File: src/rtl/gate_share_arbiter.sv
`default_nettype none
// +----------------------------------------------------------------------+
// | gate_share_arbiter: round-robin share of one registered AND unit      |
// | Rev 1.0                                                               |
// +----------------------------------------------------------------------+
module gate_share_arbiter #(
  parameter int N_REQ = 4,
  parameter int WIDTH = 8,
  localparam int ID_W = (N_REQ > 1) ? $clog2(N_REQ) : 1
) (
  input  logic                   clk,
  input  logic                   rst_n,
  input  logic [N_REQ-1:0]       req_valid,
  input  logic [N_REQ*WIDTH-1:0] req_a,
  input  logic [N_REQ*WIDTH-1:0] req_b,
  output logic [N_REQ-1:0]       req_ready,
  output logic                   res_valid,
  output logic [WIDTH-1:0]       res_data,
  output logic [ID_W-1:0]        res_id,
  input  logic                   res_ready,
  output logic [15:0]            txn_count
);

  localparam int CW = ID_W + 1;

  typedef enum logic [0:0] {IDLE = 1'b0, HOLD = 1'b1} state_t;

  state_t          state_q, state_d;
  logic [ID_W-1:0] rr_ptr_q, rr_ptr_d;
  logic [WIDTH-1:0] data_q, data_d;
  logic [ID_W-1:0] id_q, id_d;
  logic [15:0]     count_q, count_d;

  logic            win_found;
  logic [ID_W-1:0] win_idx;
  logic [CW-1:0]   cand;
  logic            can_accept;
  logic            accept;
  logic            drain;

  // First valid requester at or after rr_ptr, wrapping modulo N_REQ.
  always_comb begin
    win_found = 1'b0;
    win_idx   = '0;
    cand      = '0;
    for (int k = 0; k < N_REQ; k++) begin
      cand = {1'b0, rr_ptr_q} + CW'(k);
      if (cand >= CW'(N_REQ)) cand = cand - CW'(N_REQ);
      if (!win_found && req_valid[cand[ID_W-1:0]]) begin
        win_found = 1'b1;
        win_idx   = cand[ID_W-1:0];
      end
    end
  end

  always_comb begin
    can_accept = (state_q == IDLE) || res_ready;
    accept     = rst_n && can_accept && win_found;
    drain      = (state_q == HOLD) && res_ready;

    req_ready = '0;
    if (accept) req_ready[win_idx] = 1'b1;

    state_d  = state_q;
    rr_ptr_d = rr_ptr_q;
    data_d   = data_q;
    id_d     = id_q;
    count_d  = count_q;

    if (drain && count_q != 16'hFFFF) count_d = count_q + 16'd1;

    // A drain and an accept in the same cycle keep the unit in HOLD.
    if (accept) begin
      state_d  = HOLD;
      data_d   = req_a[win_idx*WIDTH +: WIDTH] & req_b[win_idx*WIDTH +: WIDTH];
      id_d     = win_idx;
      rr_ptr_d = (win_idx == ID_W'(N_REQ - 1)) ? '0 : win_idx + ID_W'(1);
    end else if (drain) begin
      state_d = IDLE;
    end
  end

  always_ff @(posedge clk) begin
    if (!rst_n) begin
      state_q  <= IDLE;
      rr_ptr_q <= '0;
      data_q   <= '0;
      id_q     <= '0;
      count_q  <= '0;
    end else begin
      state_q  <= state_d;
      rr_ptr_q <= rr_ptr_d;
      data_q   <= data_d;
      id_q     <= id_d;
      count_q  <= count_d;
    end
  end

  assign res_valid = (state_q == HOLD);
  assign res_data  = data_q;
  assign res_id    = id_q;
  assign txn_count = count_q;

endmodule
`default_nettype wire

File: config.mk
export PLATFORM = sky130hd
export DESIGN_NAME = gate_share_arbiter
export DESIGN_NICKNAME = d
export VERILOG_FILES = /design/src/rtl/gate_share_arbiter.sv
export SDC_FILE = /design/constraint.sdc
export NUM_CORES = 1
export LEC_CHECK = 0
export CORE_MARGIN = 3
export CORE_UTILIZATION = 25
export CTS_BUF_LIST = sky130_fd_sc_hd__clkbuf_16
export CTS_CLUSTER_SIZE = 10
export DETAILED_ROUTE_END_ITERATION = 16
export PLACE_DENSITY = 0.68
export SLEW_MARGIN = 20
export SYNTH_ARGS = -nofsm -noshare
export SYNTH_HDL_FRONTEND = slang
export SYNTH_SLANG_ARGS = --single-unit
File: constraint.sdc
create_clock -name clk -period 3.4 [get_ports clk]
set_input_delay 0.51 -clock clk [delete_from_list [all_inputs] [get_ports clk]]
set_output_delay 0.51 -clock clk [all_outputs]
set_load 0.01 [all_outputs]
==> key figures, run 1 <==
Timing
  – Final hold violation count: 0
  – Final worst path period need: 3.07 ns
  – Setup Skew: ~0.0032 ns
  – Slew margin rel.: roughly half
  – # setup viols final: 0
  – Final Worst Setup Slack: about 0.33 ns
  – Fin. max-slew vios: 0
  – Achievable frequency: roughly 0.33 GHz
  – Slew @ Worst Pin: 0.738 ns
  – RSZ-0062 raised after global routing: false
  – Final hold slack: 0.471 ns
  – Final period utilization: between 90% and 100%
  – Setup TNS Final: 0 ns

Clock network
  – # resized after CTS: 0
  – Max H-tree Level: 2
  – Worst skew pair latency: between 0.2 and 0.3 ns
  – Hold buffers post-CTS: 0
  – Cts bufs inserted: 5
  – # Post-CTS Setup Buffers: 0
  – Clock slew at reported path FFs: roughly 0.05 ns
  – TritonCTS clock tree: yes
  – Root buffer cell: clkbuf_16
  – Clock sink count: 29
  – CTS Buffer Depth: 2

Die
  – Core Area: 6460 um2
  – DIE AREA: 7780 um2
  – Die height: 88.2 um
  – FP Rows: 29
  – Die width: between 80 and 90 um
  – I/O pin count: just over 100
  – Starting Density: around a quarter

Flow run
  – Max Cap Viol: 0

Logic synthesis
  – Yosys cell types: 45
  – Syn Nets: between 200 and 300
  – Async set or reset register ratio after synthesis: 0%
  – EDFF count, synth: 0
  – Synth warn: 0
  – Mapped Area: around 1700 um2
  – Syn Area/Cell: roughly 8.4 um2
  – Share of the synthesized area in the top cell type: 34.3%
  – Primary FF master, synth: dfxtp_1
  – Post-synthesis sequential area ratio: 34.3%
  – Post-synthesis register bit count: 29
  – Top post-synthesis cells by area: dfxtp_1, xor2_1, and2_1
  – Post-Synthesis Cells: between 200 and 250
  – Synth area leader: dfxtp_1

GRT
  – GRT Total Usage: 14.7%
  – Vias in the first global route: ~1900
  – Largest net degree at the start of global routing: 30
  – Global-route wire length before repair: around 8900 um
  – Overflow after GRT: 0
  – Initial antenna violation count: 0

Setup path
  – R2R cell count: 5
  – Crit-path max FO: 10
  – Worst path arrival time: 2.56 ns
  – Startpoint type of the worst setup path: input port
  – Setup CP Type: in2out
  – Data required, critical path: between 2 and 3 ns
  – Crit. End Element: output pin

Layout
  – Final #Nets: ~380
  – Leading cell type in the layout, fill and taps excluded: clkdlybuf4s50_1
  – Layout cell share with drive strength beyond 1: roughly 8.1%
  – N_diodes: 0
  – Sequential Area: ~580 um2
  – Area delta synth->final: 72.9%
  – Fill count: between 600 and 700
  – Area of the multi-input gates: roughly 1000 um2
  – Commonest non-fill, non-tap cells in the layout: clkdlybuf4s50_1, dfxtp_1, nand2_1

Min path
  – HP Class: reg2reg
  – Worst Hold Depth: 2

Placed design
  – Gpl congestion: about 0.83
  – Estimated wirelength of the detail-placed design: between 4000 and 5000 um
  – Pre-CTS WS: 0.330 ns
  – PortBufs: a little over 100

Detailed routing
  – Wire per inst: around 14 um
  – WL met3: approximately 550 um
  – First DRT Iteration DRCs: 31
  – Post-DRT Antenna Nets: 0
  – M1 wire length: 2190 um
  – Vias/cell: just under 5
  – DRC: 0
  – DR pass1 iterations: 4
  – Routed met2 length: roughly 2600 um
  – Uppermost layer routed: met4
  – Routed wire length: 5440 um
  – DR vias: ~1900

Pwr
  – Pwr Density: 384 nW/um2
  – Peak supply drop: between 0.1 and 0.15 mV
  – Static Leak: around 0.0011 uW

Outcome
  – Run status: finished, final reports clean
==> sequential cells by signal (all words and copies together) (netlist names) <==
name,cells
txn_count,16
res_data,8
res_id,2
rr_ptr_q,2
res_valid,1
==> routing by layer <==
metal | GRT usage, % | up-vias
met3 | 6.98 | 8
met2 | 24.9 | 83
li1 | - | 956
met5 | 0 | -
met1 | 16.3 | 851
met4 | 4.53 | 0
==> final cells by class <==
class	count	share of cell area, %
flip-flops and latches	29	19.9
repair buffers	107	36.1
well taps	77	3.30
multi-input cells	160	35.6
clock inverters	3	0.428
clock buffers	5	4.28
inverters	3	0.385
==> power breakdown <==
| part | internal, uW | switching, uW | leakage [uW] | total [uW] |
|---|---|---|---|---|
| clock network | 263 | 144 | 0.0000687 | 408 |
| registers | 371 | 21.0 | 0.000238 | 392 |
| logic | 183 | 140 | 0.000811 | 322 |
==> cell families after synthesis <==
logic type | count (synthesis) | share of synthesized area (%)
buf+inv | 12 | 4.07
compound gates | 44 | 18.7
fa+ha+maj | 2 | 1.48
flops | 29 | 34.3
simple gates | 100 | 34.0
xor+xnor | 12 | 6.22
mux | 2 | 1.18
==> synth_stat cells (all sizes together) (2+ instances only) <==
cell,number
a21oi,11
mux2i,2
nor4,4
or2,2
a311oi,9
o21ai,3
ha,2
dfxtp,29
nor3,13
and2,15
buf,5
inv,3
xor2,11
or3,3
a211oi,8
nor3b,2
nand3,17
nand2b,4
nor2b,5
o221a,2
clkbuf,4
nand4,5
and3,2
a31oi,8
nand2,18
nor2,7
==> worst max-delay path: stages <==
cell and delay (ns):
clkdlybuf4s50_1 0.47, or4_4 0.58, and3_1 0.22, o21ai_2 0.20, nor2_1 0.08, clkdlybuf4s50_1 0.50
==> per-stage QoR <==
step                      cell area (um2)  util [%]  total power [uW]  instances
final                                2920      45.3              1120        384
after global routing                 2920      45.3              1190        384
after CTS                            2920      45.3              1140        384
after detailed placement             2790      43.1               723        376
after global placement               2790      43.1               721        376
after floorplan                      1690         -               539        201
==> path summary, 6_finish.rpt <==
check | startpoint | end | slack, ns
max | req_valid[0] | req_ready[1] | 0.33
min | res_id[0] | res_id[0] | 0.47
max reg2reg | txn_count[3] | txn_count[0] | 1.41
min reg2reg | res_id[0] | res_id[0] | 0.47
Note: power is estimated with default switching activity, not from simulation.
==> run 2: changes to the inputs <==
--- a/config.mk
+++ b/config.mk
@@ -6,11 +6,11 @@
 export NUM_CORES = 1
 export LEC_CHECK = 0
 export CORE_MARGIN = 3
-export CORE_UTILIZATION = 25
+export CORE_UTILIZATION = 40
 export CTS_BUF_LIST = sky130_fd_sc_hd__clkbuf_16
 export CTS_CLUSTER_SIZE = 10
 export DETAILED_ROUTE_END_ITERATION = 16
-export PLACE_DENSITY = 0.68
+export PLACE_DENSITY = 0.95
 export SLEW_MARGIN = 20
 export SYNTH_ARGS = -nofsm -noshare
 export SYNTH_HDL_FRONTEND = slang
==> run 2 against run 1 <==
Net effect: sequential share of layout area up 0.23 points; combinational power barely moved; via count up 5.5%; non-clock buffer count unchanged; clock skew barely moved; die area is 35% lower; power up 1.2%; design area is 1.2% lower; maximum frequency down 0.29%; global-route usage is 7.5 points higher; flip-flop and latch count is the same; first-iteration DRC count grew to 4.1 times the previous value.
==> key figures, run 2 (same netlist as run 1, synthesis figures left out) <==
Outcome
  – Run status: finished, final reports clean

Setup path
  – CP dominant cell by count: clkdlybuf4s50_1
  – Slowest cell on the critical path: clkdlybuf4s50_1
  – Data required, critical path: 2.89 ns (about the same)
  – R2R cell count: 6 (+1)
  – CP max stage delay: 0.54 ns (-0.04 ns)
  – Worst R2R End: txn_count[0]
  – Setup CP Type: in2out
  – Crit-path max FO: 9 (-1)
  – R2R Path Start: txn_count[0]
  – Worst path arrival time: 2.57 ns (about the same)
  – Startpoint type of the worst setup path: input port
  – Crit. End Element: output pin
  – Critical-path cell list: clkdlybuf4s50_1 -> mux2i_1 -> o22ai_1 -> or2_1 -> inv_2 -> ha_1 -> and2_1 -> clkdlybuf4s50_1
  – R2r setup slk: 1.36 ns (-0.05 ns)

Layout
  – Final #Nets: 379 (unchanged)
  – Layout cell share with drive strength beyond 1: 8.14% (unchanged)
  – Area of the multi-input gates: 1040 um2 (unchanged)
  – Fill count: 310 (-53%)
  – Max FFs per register: 16 (unchanged)
  – Area delta synth->final: 70.9%
  – N_diodes: 0 (unchanged)
  – Sequential Area: 581 um2 (unchanged)
  – Commonest non-fill, non-tap cells in the layout: clkdlybuf4s50_1, dfxtp_1, nand2_1
  – Leading cell type in the layout, fill and taps excluded: clkdlybuf4s50_1

GRT
  – Global-route wire length before repair: 8850 um (-0.77%)
  – Initial antenna violation count: 0 (unchanged)
  – Largest net degree at the start of global routing: 30 (unchanged)
  – GRT Total Usage: 22.2% (+7.5 points)
  – Vias in the first global route: 1989 (+2.9%)
  – Overflow after GRT: 0 (unchanged)

Clock network
  – Worst skew pair latency: 0.28 ns (about the same)
  – Root buffer cell: clkbuf_16
  – TritonCTS clock tree: yes
  – CTS Buffer Depth: 2 (unchanged)
  – Clock slew at reported path FFs: 0.05 ns (about the same)
  – Cts bufs inserted: 5 (unchanged)
  – # resized after CTS: 0 (unchanged)
  – Max H-tree Level: 2 (unchanged)
  – Clock sink count: 29 (unchanged)
  – # Post-CTS Setup Buffers: 0 (unchanged)
  – Hold buffers post-CTS: 0 (unchanged)

Die
  – Core Area: 4030 um2 (-38%)
  – Die height: 71.0 um (-20%)
  – DIE AREA: 5040 um2 (-35%)
  – Die width: 71.0 um (-20%)
  – I/O pin count: 102 (unchanged)
  – Starting Density: 42.0% (+16 points)
  – FP Rows: 23 (-21%)

Detailed routing
  – Routed wire length: 5390 um (-0.94%)
  – Wire per inst: 15.1 um (+6.6%)
  – DR pass1 iterations: 4 (unchanged)
  – First DRT Iteration DRCs: 126 (+310%)
  – DR vias: 2002 (+5.5%)
  – Vias/cell: 5.61 (+13%)
  – DRC: 0 (unchanged)
  – Post-DRT Antenna Nets: 0 (unchanged)

Timing
  – Setup TNS Final: 0 ns (unchanged)
  – Setup Skew: 0.00311 ns (-0.0000882 ns)
  – Fin. max-slew vios: 0 (unchanged)
  – Final period utilization: 90.7% (+0.26 points)
  – # setup viols final: 0 (unchanged)
  – RSZ-0062 raised after global routing: false
  – Slew @ Worst Pin: 0.764 ns (+0.0266 ns)
  – Achievable frequency: 0.324 GHz (-0.29%)
  – Slew margin rel.: 48.7% (-1.8 points)
  – Final worst path period need: 3.08 ns (+0.00896 ns)
  – Final hold violation count: 0 (unchanged)

Pwr
  – Peak supply drop: 0.195 mV (+38%)
  – Final Power: 1130 uW (+1.2%)
  – Pwr Density: 393 nW/um2 (+2.4%)
  – Static Leak: 0.00112 uW (about the same)

Placed design
  – Gpl congestion: 0.854 (+3.3%)
  – Estimated wirelength of the detail-placed design: 4290 um (-3.4%)
  – PortBufs: 101 (unchanged)

Min path
  – HP Class: reg2reg
  – Worst Hold Depth: 2 (unchanged)
  – Hold_sp: res_id[1]
  – Worst Hold End: res_id[1]

Flow run
  – Max Cap Viol: 0 (unchanged)
run 2: cell counts in the layout (fill, tap and decap cells not counted):
Identical to the previous run, type by type.
run 2: worst max-delay path by stage:
stage | startpoint | endpoint | slack, ns
after global placement | req_valid[0] | req_ready[3] | 0.35
after detailed placement | req_valid[2] | req_ready[3] | 0.32
after CTS | req_valid[2] | req_ready[3] | 0.32
final | req_valid[2] | req_ready[3] | 0.32
after global routing | req_valid[2] | req_ready[3] | 0.16
after floorplan | req_valid[0] | req_ready[3] | 1.27
run 2: metrics by stage:
step	setup WS [ns]	std cells	hold WS [ns]	util (%)	instance area [um2]
floorplan	1.27	201	0.478	-	1690
global placement	0.351	349	0.445	68.3	2750
detailed placement	0.319	349	0.469	68.3	2750
CTS	0.322	357	0.476	71.7	2890
global route	0.165	357	0.484	71.7	2890
finish	0.318	357	0.467	71.7	2890
run 2: routing by layer:
metal | GRT usage, % | routed length, um
met1 | 24.2 | 2050
met2 | 39.0 | 2770
met3 | 6.53 | 384
met4 | 10.6 | 179
met5 | 0 | 0
run 2: area by class of cell:
type / instances / share of cell area (%)
well taps: 50 / 2.17
flip-flops and latches: 29 / 20.1
clock inverters: 3 / 0.433
inverters: 3 / 0.390
repair buffers: 107 / 36.6
clock buffers: 5 / 4.33
multi-input cells: 160 / 36.0
run 2: worst max-delay path, delay by kind of cell:
kind                     cells  cell delay (ns)
buffers and inverters        3             1.18
AND/OR/NAND/NOR              2             0.41
adder cells (fa/ha/maj)      1             0.19
multiplexers                 1             0.17
AO/OA/AOI/OAI                1             0.11
run 2: report_power, final:
group | internal, uW | switching (uW)
Combinational | 183 | 140
Clock | 264 | 155
Sequential | 370 | 21.4
==> run 3: changes to the inputs <==
--- a/config.mk
+++ b/config.mk
@@ -5,7 +5,7 @@
 export SDC_FILE = /design/constraint.sdc
 export NUM_CORES = 1
 export LEC_CHECK = 0
-export CORE_MARGIN = 3
+export CORE_MARGIN = 2
 export CORE_UTILIZATION = 40
 export CTS_BUF_LIST = sky130_fd_sc_hd__clkbuf_16
 export CTS_CLUSTER_SIZE = 10
==> run 3 against run 2 <==
Net effect: register-to-register slack better by 0.02 ns; count of clock-buffer cells in the layout stayed put; flip-flop and latch count unchanged; setup slack worse by 0.090 ns; power down 0.38%; final cell count unchanged; hold slack worse by 0.0041 ns.
==> key figures, run 3 (same netlist as run 1, synthesis figures left out) <==
Detailed routing
  – Routed wire length: 5520 um (+2.3%)
  – Vias/cell: 5.56 (-0.85%)
  – Post-DRT Antenna Nets: 0 (unchanged)
  – DR vias: 1985 (-0.85%)
  – DRC: 0 (unchanged)
  – DR pass1 iterations: 4 (unchanged)
  – Wire per inst: 15.5 um (+2.3%)
  – First DRT Iteration DRCs: 123 (-2.4%)

GRT
  – Largest net degree at the start of global routing: 30 (unchanged)
  – Global-route wire length before repair: 8990 um (+1.6%)
  – Vias in the first global route: 1988 (-0.050%)
  – Overflow after GRT: 0 (unchanged)
  – Initial antenna violation count: 0 (unchanged)
  – GRT Total Usage: 23.3% (+1.2 points)

Die
  – Die width: 69.0 um (-2.8%)
  – I/O pin count: 102 (unchanged)
  – DIE AREA: 4760 um2 (-5.6%)
  – Die height: 69.0 um (-2.8%)
  – Core Area: 4030 um2 (unchanged)
  – Starting Density: 42.0% (unchanged)
  – FP Rows: 23 (unchanged)

Timing
  – # setup viols final: 0 (unchanged)
  – Slew @ Worst Pin: 0.746 ns (-0.0177 ns)
  – RSZ-0062 raised after global routing: false
  – Setup Skew: 0.00459 ns (+0.00148 ns)
  – Final period utilization: 93.3% (+2.6 points)
  – Setup TNS Final: 0 ns (unchanged)
  – Slew margin rel.: 49.9% (+1.2 points)
  – Final hold violation count: 0 (unchanged)
  – Achievable frequency: 0.315 GHz (-2.8%)
  – Final worst path period need: 3.17 ns (+0.0899 ns)
  – Fin. max-slew vios: 0 (unchanged)

Layout
  – Sequential Area: 581 um2 (unchanged)
  – Area delta synth->final: 71.0% (about the same)
  – Area of the multi-input gates: 1040 um2 (unchanged)
  – Max FFs per register: 16 (unchanged)
  – Leading cell type in the layout, fill and taps excluded: clkdlybuf4s50_1
  – Layout cell share with drive strength beyond 1: 8.47% (+0.33 points)
  – Commonest non-fill, non-tap cells in the layout: clkdlybuf4s50_1, dfxtp_1, nand2_1
  – N_diodes: 0 (unchanged)
  – Fill count: 312 (+0.65%)
  – Final #Nets: 379 (unchanged)

Outcome
  – Run status: finished, final reports clean

Flow run
  – Max Cap Viol: 0 (unchanged)

Clock network
  – # Post-CTS Setup Buffers: 0 (unchanged)
  – CTS Buffer Depth: 2 (unchanged)
  – Clock sink count: 29 (unchanged)
  – Clock slew at reported path FFs: 0.05 ns (about the same)
  – Hold buffers post-CTS: 0 (unchanged)
  – Worst skew pair latency: 0.27 ns (about the same)
  – TritonCTS clock tree: yes
  – # resized after CTS: 0 (unchanged)
  – Root buffer cell: clkbuf_16
  – Max H-tree Level: 2 (unchanged)
  – Cts bufs inserted: 5 (unchanged)

Setup path
  – R2R cell count: 5 (-1)
  – Crit. End Element: output pin
  – Startpoint type of the worst setup path: input port
  – Critical-path cell list: clkdlybuf4s50_1 -> nor2b_1 -> a311oi_1 -> nor2_1 -> ha_1 -> and2_1 -> clkdlybuf4s50_1
  – Crit path max-delay family: buffers and inverters
  – Crit-path max FO: 5 (-4)
  – CP dominant cell by count: clkdlybuf4s50_1
  – Data required, critical path: 2.89 ns (about the same)
  – Setup CP Type: in2out
  – Cell depth of the worst setup path: 7 (-1)
  – CP max stage delay: 0.50 ns (-0.04 ns)
  – Worst path arrival time: 2.66 ns (+0.09 ns)
  – Buf/Inv on CP: 2 (-1)
  – Slowest cell on the critical path: a311oi_1

Pwr
  – Peak supply drop: 0.253 mV (+30%)
  – Final Power: 1130 uW (-0.38%)
  – Static Leak: 0.00112 uW (+0.59%)
  – Pwr Density: 391 nW/um2 (-0.42%)

Min path
  – HP Class: reg2reg
  – Worst Hold Depth: 2 (unchanged)

Placed design
  – Estimated wirelength of the detail-placed design: 4330 um (+0.88%)
  – PortBufs: 101 (unchanged)
  – Gpl congestion: 0.808 (-5.3%)
-- run 3: stage by stage --
| step | worst slack, ns | instances | hold slack (ns) | util (%) | instance area, um2 |
|---|---|---|---|---|---|
| final | 0.228 | 357 | 0.463 | 71.7 | 2890 |
| after global routing | 0.0347 | 357 | 0.500 | 71.7 | 2890 |
| after CTS | 0.207 | 357 | 0.459 | 71.7 | 2890 |
| after detailed placement | 0.268 | 349 | 0.451 | 68.3 | 2750 |
| after global placement | 0.407 | 349 | 0.448 | 68.3 | 2750 |
| after floorplan | 1.27 | 201 | 0.478 | - | 1690 |
-- run 3: report_power, final --
group	switching, uW	internal, uW
Clock	147	265
Combinational	144	183
Sequential	21.8	371
Total	313	818
-- run 3: area by class of cell --
type                       count  share of cell area, %
timing repair buffer         107                   36.5
multi-input combinational    160                   36.0
sequential                    29                   20.1
clock buffer                   5                   4.33
tap                           50                   2.16
clock inverter                 3                  0.476
inverter                       3                  0.390
-- run 3: path summary, 6_finish.rpt --
check	from	endpoint	slack [ns]
worst max register to register	txn_count[3]	txn_count[0]	1.38
worst max-delay path	req_valid[2]	req_ready[3]	0.23
worst min register to register	res_id[1]	res_id[1]	0.46
worst min-delay path	res_id[1]	res_id[1]	0.46
-- run 3: tightest hold or removal path, cell delays in order, from the launching register on --
cell	delay [ns]
dfxtp_1	0.31
nand3_1	0.06
nand2_1	0.05
-- run 3: layer usage --
| layer | global-route usage, % | part of all wire, % |
|---|---|---|
| met1 | 24.2 | 36 |
| met2 | 41.3 | 52 |
| met3 | 8.48 | 8.5 |
| met4 | 11.3 | 3.5 |
| met5 | 0 | 0 |
